===== config.mk =====
export PLATFORM = sky130hd
export DESIGN_NAME = decoder2x4_seq_flat
export DESIGN_NICKNAME = d
export VERILOG_FILES = /design/src/rtl/decoder2x4_seq_if.sv /design/src/rtl/decoder2x4_seq.sv /design/src/flat_wrapper.sv
export SDC_FILE = /design/constraint.sdc
export NUM_CORES = 1
export LEC_CHECK = 0
export CELL_PAD_IN_SITES_DETAIL_PLACEMENT = 0
export CELL_PAD_IN_SITES_GLOBAL_PLACEMENT = 1
export CORE_ASPECT_RATIO = 0.5
export CORE_MARGIN = 8
export CORE_UTILIZATION = 42
export CTS_CLUSTER_DIAMETER = 150
export DETAILED_ROUTE_END_ITERATION = 8
export PLACE_DENSITY_LB_ADDON = 0.3
export RECOVER_POWER = 25
export SYNTH_ARGS = -nofsm -noshare
export SYNTH_HDL_FRONTEND = slang
export SYNTH_SLANG_ARGS = --single-unit

===== constraint.sdc =====
create_clock -name clk -period 5.62 [get_ports clk]
set_clock_uncertainty 0.1 [all_clocks]
set_input_delay 0.562 -clock clk [delete_from_list [all_inputs] [get_ports clk]]
set_output_delay 0.562 -clock clk [all_outputs]
set_load 0.05 [all_outputs]

===== src/rtl/decoder2x4_seq_if.sv =====
// Bundle of the decoder's control inputs and decoded outputs.
// The master drives the code/strobes; the slave (the decoder) returns the results.
interface decoder2x4_seq_if;
  logic       enable;
  logic [1:0] r;
  logic       valid;
  logic       scan;
  logic [3:0] y;
  logic [1:0] code;
  logic       busy;
  logic [9:0] LEDR;

  modport master (
    output enable, r, valid, scan,
    input  y, code, busy, LEDR
  );

  modport slave (
    input  enable, r, valid, scan,
    output y, code, busy, LEDR
  );
endinterface


===== src/rtl/decoder2x4_seq.sv =====
// Registered 2-to-4 one-hot decoder.
// A valid code is shown for HOLD cycles; otherwise an optional scan walks the four outputs.
module decoder2x4_seq #(
  parameter int HOLD = 8,
  parameter int DIV  = 4
) (
  input logic              clk,
  input logic              reset,
  decoder2x4_seq_if.slave  bus
);

  typedef enum logic [1:0] {
    ST_IDLE = 2'd0,
    ST_HOLD = 2'd1,
    ST_SCAN = 2'd2
  } state_t;

  // Counters are preloaded with (length - 1) and count down to zero.
  localparam logic [7:0] HOLD_M1 = 8'(HOLD - 1);
  localparam logic [7:0] DIV_M1  = 8'(DIV - 1);

  state_t     state_q, state_d;
  logic [3:0] y_q, y_d;
  logic [1:0] code_q, code_d;
  logic       busy_q, busy_d;
  logic [1:0] idx_q, idx_d;
  logic [7:0] holdCnt_q, holdCnt_d;
  logic [7:0] divCnt_q, divCnt_d;
  logic [1:0] idxNext;

  function automatic logic [3:0] onehot(input logic [1:0] c);
    return 4'b0001 << c;
  endfunction

  assign idxNext = idx_q + 2'd1;

  always_comb begin
    state_d   = state_q;
    y_d       = y_q;
    code_d    = code_q;
    busy_d    = busy_q;
    idx_d     = idx_q;
    holdCnt_d = holdCnt_q;
    divCnt_d  = divCnt_q;

    unique case (state_q)
      ST_IDLE: begin
        y_d    = 4'b0000;
        busy_d = 1'b0;
        if (bus.valid) begin
          state_d   = ST_HOLD;
          code_d    = bus.r;
          y_d       = onehot(bus.r);
          busy_d    = 1'b1;
          holdCnt_d = HOLD_M1;
        end else if (bus.scan) begin
          state_d  = ST_SCAN;
          idx_d    = 2'd0;
          y_d      = onehot(2'd0);
          busy_d   = 1'b1;
          divCnt_d = DIV_M1;
        end
      end

      ST_HOLD: begin
        if (holdCnt_q == 8'd0) begin
          state_d = ST_IDLE;
          y_d     = 4'b0000;
          busy_d  = 1'b0;
        end else begin
          holdCnt_d = holdCnt_q - 8'd1;
        end
      end

      ST_SCAN: begin
        // A fresh code preempts the scan even if scan drops on the same edge.
        if (bus.valid) begin
          state_d   = ST_HOLD;
          code_d    = bus.r;
          y_d       = onehot(bus.r);
          holdCnt_d = HOLD_M1;
          idx_d     = 2'd0;
          divCnt_d  = 8'd0;
        end else if (!bus.scan) begin
          state_d  = ST_IDLE;
          y_d      = 4'b0000;
          busy_d   = 1'b0;
          idx_d    = 2'd0;
          divCnt_d = 8'd0;
        end else if (divCnt_q == 8'd0) begin
          idx_d    = idxNext;
          y_d      = onehot(idxNext);
          divCnt_d = DIV_M1;
        end else begin
          divCnt_d = divCnt_q - 8'd1;
        end
      end

      default: begin
        state_d = ST_IDLE;
        y_d     = 4'b0000;
        busy_d  = 1'b0;
      end
    endcase

    // Disabling wins over everything above but keeps the last code.
    if (!bus.enable) begin
      state_d   = ST_IDLE;
      y_d       = 4'b0000;
      busy_d    = 1'b0;
      idx_d     = 2'd0;
      holdCnt_d = 8'd0;
      divCnt_d  = 8'd0;
      code_d    = code_q;
    end
  end

  always_ff @(posedge clk) begin
    if (reset) begin
      state_q   <= ST_IDLE;
      y_q       <= 4'b0000;
      code_q    <= 2'b00;
      busy_q    <= 1'b0;
      idx_q     <= 2'd0;
      holdCnt_q <= 8'd0;
      divCnt_q  <= 8'd0;
    end else begin
      state_q   <= state_d;
      y_q       <= y_d;
      code_q    <= code_d;
      busy_q    <= busy_d;
      idx_q     <= idx_d;
      holdCnt_q <= holdCnt_d;
      divCnt_q  <= divCnt_d;
    end
  end

  assign bus.y    = y_q;
  assign bus.code = code_q;
  assign bus.busy = busy_q;
  assign bus.LEDR = {3'b000, busy_q, code_q, y_q};

endmodule


===== src/flat_wrapper.sv =====
// flat-port wrapper written by rule: the top's interface ports become plain ports
module decoder2x4_seq_flat 
#(
  parameter int HOLD = 8,
  parameter int DIV  = 4
)
  (clk, reset, bus_enable, bus_r, bus_valid, bus_scan, bus_y, bus_code, bus_busy, bus_LEDR);
  decoder2x4_seq_if bus_i ();
  input logic clk;
  input logic reset;
  input wire logic [$bits(bus_i.enable)-1:0] bus_enable;
  input wire logic [$bits(bus_i.r)-1:0] bus_r;
  input wire logic [$bits(bus_i.valid)-1:0] bus_valid;
  input wire logic [$bits(bus_i.scan)-1:0] bus_scan;
  output wire logic [$bits(bus_i.y)-1:0] bus_y;
  output wire logic [$bits(bus_i.code)-1:0] bus_code;
  output wire logic [$bits(bus_i.busy)-1:0] bus_busy;
  output wire logic [$bits(bus_i.LEDR)-1:0] bus_LEDR;
  assign bus_i.enable = bus_enable;
  assign bus_i.r = bus_r;
  assign bus_i.valid = bus_valid;
  assign bus_i.scan = bus_scan;
  assign bus_y = bus_i.y;
  assign bus_code = bus_i.code;
  assign bus_busy = bus_i.busy;
  assign bus_LEDR = bus_i.LEDR;
  decoder2x4_seq #(.HOLD(HOLD), .DIV(DIV)) u_core (.clk(clk), .reset(reset), .bus(bus_i));
endmodule

==> out/metrics.cfg, run 1 <==
[synth]
postSynthCellCount = 183
synth.area.top_cells = dfxtp_1 (36%), ha_1 (6.6%), o21ai_0 (5.6%), a21oi_1 (5.0%), buf_4 (5.0%)
syn_area_sq_mm = 0.00152
syn_avg_cell_area_sq_um = 8.29
synth_top_area_share_pct = 35.6
synth_cell_types = 37
synth_ff_type = dfxtp_1
yosys_register_bits = 27
synthMostInstantiatedCell = dfxtp_1
async_reset_ff_share_pct = 0
ys_seq_area_share_pct = 35.6
synth_edf_count = 0
yosysTopAreaCell = dfxtp_1
ys_top_cells_by_count = dfxtp_1 (27), o21ai_0 (17), a21oi_1 (15)
yosysWarningCount = 0

[global_routing]
grt_start_max_net_pins = 16
grt_overflow = 0
first_global_vias = 1270
grt_pass1_wl_um = 6060
grt_usage_pct = 12.7
antenna_found_initial = 0

[worst_hold_path]
hold_start = u_core.divCnt_q[6]$_SDFFE_PP0P_
hold_end = u_core.divCnt_q[6]$_SDFFE_PP0P_
holdPathStages = 2
hp-class = reg2reg

[cts]
postCtsSetupBuffers = 0
cts_buffers = 3
cts_resized = 0
cts_sinks = 27
cts_tree = built
h-tree-depth = 1
hold_buffers = 0
root_buffer = clkbuf_8
clock_latency_ps = 270
path_clk_slew_ps = 90
clockBufferDepth = 2

[power_and_ir_drop]
power.internal_uw = 285
power.leakage_uw = 0.000673
max-vdd-ir-drop_v = 0.0000949
swShare_pct = 30.8
p_switching_uw = 127
combPwrFrac_pct = 22.5
seqPwrFrac_pct = 50.3
power_density_mw_per_mm2 = 238
p_clk_share_pct = 27.2

[place]
place.gp.congestion = 0.739
portBuffers = 20
post-dp-hpwl_um = 2570

[timing]
rsz0062_at_grt = no
relSlewSlack_pct = 27.4
setup_viol = 0
timing.final.crit_share_pct = 49.2
layout_min_cycle_time_ps = 2760
timing.final.hold_violations = 0
drv_slew = 0
tns_ps = 0
fmax_ghz = 0.362
worstMarginPinSlew_ps = 1070

[finish]
area_growth_pct = 14.2
multi_input_area_sq_um = 841
num_antenna_cells = 0
nets = 210
fillerInstances = 356
regArea_sq_um = 541
final_util_pct = 50.1
layout-drive-gt1-share_pct = 4.12

[drt]
dr_total_vias = 1292
drc = 0
routedWlPerCell_um = 13.9
drt_iter0_markers = 69
drt_first_pass_iters = 4
drtAntennaViolNets = 0
drt_wl_total_um = 3410
via_per_inst = 5.27

[critical_path]
crit_path_end_kind = flip-flop
critPathMaxStageDelay_ps = 940
worstRegToRegCells = 4
worst_ep_required_time_ps = 5650
start_kind = primary input
crit_fanout = 8
r2r_end = u_core.bus.y[0]$_SDFFE_PP0P_
slowest_stage = nor4bb_1
crit_family = simple AND/OR/NAND/NOR gates
path_cells = clkdlybuf4s50_1 > nor4bb_1 > o21ai_0 > nand4b_1 > a21oi_1
rrSetupSlack_ps = 3170
reg2reg_from = u_core.state_q[0]$_SDFFE_PP0P_
worst-path-buf-inv = 1
crit_type = in2reg
arrival_ps = 2800

[floorplanning]
pin_count = 24
die_h_um = 58.5
rows = 15
start_util_pct = 43.9
die_w_um = 101
die_area_sq_mm = 0.00591
core_sq_mm = 0.00345

[outcome]
status = completed

[job]
drv_cap = 0

[power by group through the flow]
| stage | Clock, uW | Combinational [uW] | Sequential [uW] |
|---|---|---|---|
| 6_report | 112 | 92.5 | 207 |
| 5_1_grt | 127 | 103 | 209 |
| 4_1_cts | 117 | 94.7 | 207 |
| 3_5_place_dp | 0 | 94.3 | 212 |
| 3_3_place_gp | 0 | 93.2 | 212 |
| 2_1_floorplan | 0 | 67.4 | 217 |
[layout by cell type, fill, tap and decap left out, types with 2 or more instances in the layout]
cell type,n
nor4_1,2
xor2_1,2
dfxtp_1,27
ha_1,8
conb_1,3
o211ai_1,3
o21ai_1,2
clkdlybuf4s50_1,13
nor2b_1,3
mux2i_1,2
nand2b_1,4
inv_1,11
a32oi_1,3
o21a_1,2
or4_1,3
o21ai_0,17
a21oi_1,15
nand2_1,7
nand3_1,3
or3b_2,2
dlygate4sd3_1,7
nor2_1,14
nor3_1,8
or3_1,11
and3_1,2
a211oi_1,5
clkbuf_8,3
[final cells by class]
cell class,count,share of cell area (%)
Timing Repair Buffer,20,11.6
Sequential cell,27,31.2
Clock buffer,4,2.60
Multi-Input combinational cell,132,48.6
Inverter,11,2.38
Tap cell,51,3.68
[routing by layer]
layer	global-route usage, %	part of all wire, %
met5	0	0
met2	20.2	47
met1	16.6	50
met4	2.52	0.50
met3	3.88	2.5
[how the worst max path moves through the flow]
stage	from	to	slack [ps]	depth (start not counted)
floorplan	u_core.holdCnt_q[2]$_SDFFE_PP0P_	u_core.holdCnt_q[2]$_SDFFE_PP0P_	3760	4
global placement	bus_valid	u_core.bus.y[3]$_SDFFE_PP0P_	2820	5
detailed placement	bus_valid	u_core.bus.y[0]$_SDFFE_PP0P_	2610	5
CTS	bus_valid	u_core.bus.y[0]$_SDFFE_PP0P_	2920	5
global route	bus_valid	u_core.bus.y[0]$_SDFFE_PP0P_	2690	5
finish	bus_valid	u_core.bus.y[0]$_SDFFE_PP0P_	2860	5
[cells by family after synthesis]
group                      share of synthesized area [%]
xor gates and xnor gates                            1.16
muxes                                               1.32
adders and majority gates                           6.60
DFF                                                 35.6
buffers and inverters                               8.91
and+or+nand+nor                                     23.7
other                                              0.247
AOI/OAI and AO/OA                                   22.4
[state kept, by name, indices dropped and copies added (netlist names)]
signal and count:
u_core.divCnt_q 8, u_core.holdCnt_q 8, u_core.bus.y 4, u_core.bus.code 2, u_core.idx_q 2, u_core.state_q 2
u_core.bus.busy 1
[stage by stage]
step	hold WS (ps)	total power, uW	worst slack, ps	std cells	instance area [sq um]
after floorplan	353	284	3760	185	1520
after global placement	367	305	2820	241	1690
after detailed placement	385	306	2610	241	1690
after CTS	397	419	2920	245	1740
after global routing	433	440	2690	245	1730
final	389	412	2860	245	1730
[tightest hold or removal path, stage by stage (launching register included)]
cell	delay, ps
dfxtp_1	320
o21ai_0	70
a21oi_1	60
No activity file was read; power rests on OpenSTA's default activity.
==> inputs of run 2 (changes only) <==
- CORE_UTILIZATION: 42 -> 35
- clock period: 5.62 -> 2.4 ns (I/O delays scaled with it)
==> out/metrics.cfg, run 2 (synthesized netlist as in run 1, its figures left out) <==
[timing]
setup_viol = 0
fmax_ghz = 0.474
worstMarginPinSlew_ps = 678
fin_ws_ps = 291
whs_ps = 391
layout_min_cycle_time_ps = 2110
timing.final.hold_violations = 0
tns_ps = 0
rsz0062_at_grt = no
drv_slew = 0
timing.final.crit_share_pct = 87.9
relSlewSlack_pct = 54.6

[cts]
cts_tree = built
h-tree-depth = 1
clockBufferDepth = 2
cts_resized = 0
hold_buffers = 0
cts_sinks = 27
cts_buffers = 3
postCtsSetupBuffers = 0
root_buffer = clkbuf_8
path_clk_slew_ps = 100
clock_latency_ps = 280

[place]
dp_cells = 253
place.gp.congestion = 0.850
post-dp-hpwl_um = 2920
portBuffers = 20
pre_cts_slack_ps = 199

[drt]
dr_total_vias = 1332
drc = 0
drt_iter0_markers = 129
routedWlPerCell_um = 14.4
drtAntennaViolNets = 0
via_per_inst = 5.18
drt_wl_total_um = 3700
drt_first_pass_iters = 5

[job]
drv_cap = 0

[floorplanning]
die_area_sq_mm = 0.00682
die_h_um = 62.5
core_sq_mm = 0.00428
rows = 17
pin_count = 24
start_util_pct = 35.5
die_w_um = 109

[critical_path]
crit_fanout = 8
rrSetupSlack_ps = 290
r2r_end = u_core.holdCnt_q[6]$_SDFFE_PP0P_
worst_ep_required_time_ps = 2500
start_kind = primary input
crit_path_end_kind = flip-flop
reg2reg_from = u_core.holdCnt_q[0]$_SDFFE_PP0P_
crit_type = in2reg
arrival_ps = 2210
worstRegToRegCells = 6

[finish]
layout_common_cells = dfxtp_1 (27), o21ai_0 (17), a21oi_1 (15), nor2_1 (14), clkdlybuf4s50_1 (12)
layout-drive-gt1-share_pct = 7.50
stdcell_count = 257
num_antenna_cells = 0
layout_commonest_cell = dfxtp_1
area_growth_pct = 18.0
nets = 216

[power_and_ir_drop]
max-vdd-ir-drop_v = 0.000186
power_density_mw_per_mm2 = 549
power.leakage_uw = 0.000703

[global_routing]
grt_usage_pct = 10.9
grt_pass1_wl_um = 6150
grt_start_max_net_pins = 16
grt_overflow = 0
antenna_found_initial = 0
first_global_vias = 1235

[worst_hold_path]
hold_start = u_core.divCnt_q[6]$_SDFFE_PP0P_
hp-class = reg2reg
holdPathStages = 2
hold_end = u_core.divCnt_q[6]$_SDFFE_PP0P_

[outcome]
status = completed

==> run 2: area by class of cell <==
cell class | count | area, sq um
clock buffers | 3 | 41.3
clock inverters | 1 | 5.00
fillers | 427 | 2490
inverters | 11 | 41.3
multi-input cells | 132 | 848
flip-flops and latches | 27 | 541
well taps | 57 | 71.3
repair buffers | 26 | 241
==> run 2: where the power goes <==
part	switching [uW]	leakage [uW]	total [uW]	internal (uW)
clock	150	0.0000255	266	117
combinational	146	0.000458	232	86.9
sequential	18.6	0.000220	484	466
==> run 2: worst max-delay path by stage <==
stage                                                 from                          endpoint  slack [ps]  depth (start not counted)
after floorplan           u_core.holdCnt_q[2]$_SDFFE_PP0P_  u_core.holdCnt_q[2]$_SDFFE_PP0P_         540                          4
after global placement                           bus_valid  u_core.holdCnt_q[7]$_SDFFE_PP0P_         340                          6
after detailed placement                         bus_valid   u_core.divCnt_q[7]$_SDFFE_PP0P_         200                          5
after CTS                 u_core.holdCnt_q[0]$_SDFFE_PP0P_  u_core.holdCnt_q[6]$_SDFFE_PP0P_         290                          6
after global routing      u_core.holdCnt_q[0]$_SDFFE_PP0P_  u_core.holdCnt_q[4]$_SDFFE_PP0P_          70                          6
final                                            bus_valid   u_core.divCnt_q[7]$_SDFFE_PP0P_         290                          5
==> run 2: metal layers <==
metal	part of all wire, %	global-route usage, %	vias up	wire, um
met1	54	16.2	610	1990
met2	37	15.0	38	1390
met3	8.1	2.98	2	299
met4	0.81	2.20	0	30
li1	-	-	682	-
met5	0	0	-	0
==> run 2: critical path, cell delays in order <==
cell           delay (ps)
dlygate4sd3_1         650
nor4bb_1              630
o21a_1                310
o21ai_1               190
o2bb2ai_1             200
==> run 2: stage by stage <==
| step | area (sq um) | utilization [%] | total power (uW) |
|---|---|---|---|
| CTS | 1790 | 41.9 | 993 |
| finish | 1790 | 41.8 | 983 |
| detailed placement | 1750 | 40.9 | 729 |
| global placement | 1750 | 40.9 | 726 |
| floorplan | 1520 | - | 665 |
| global route | 1790 | 41.8 | 1030 |
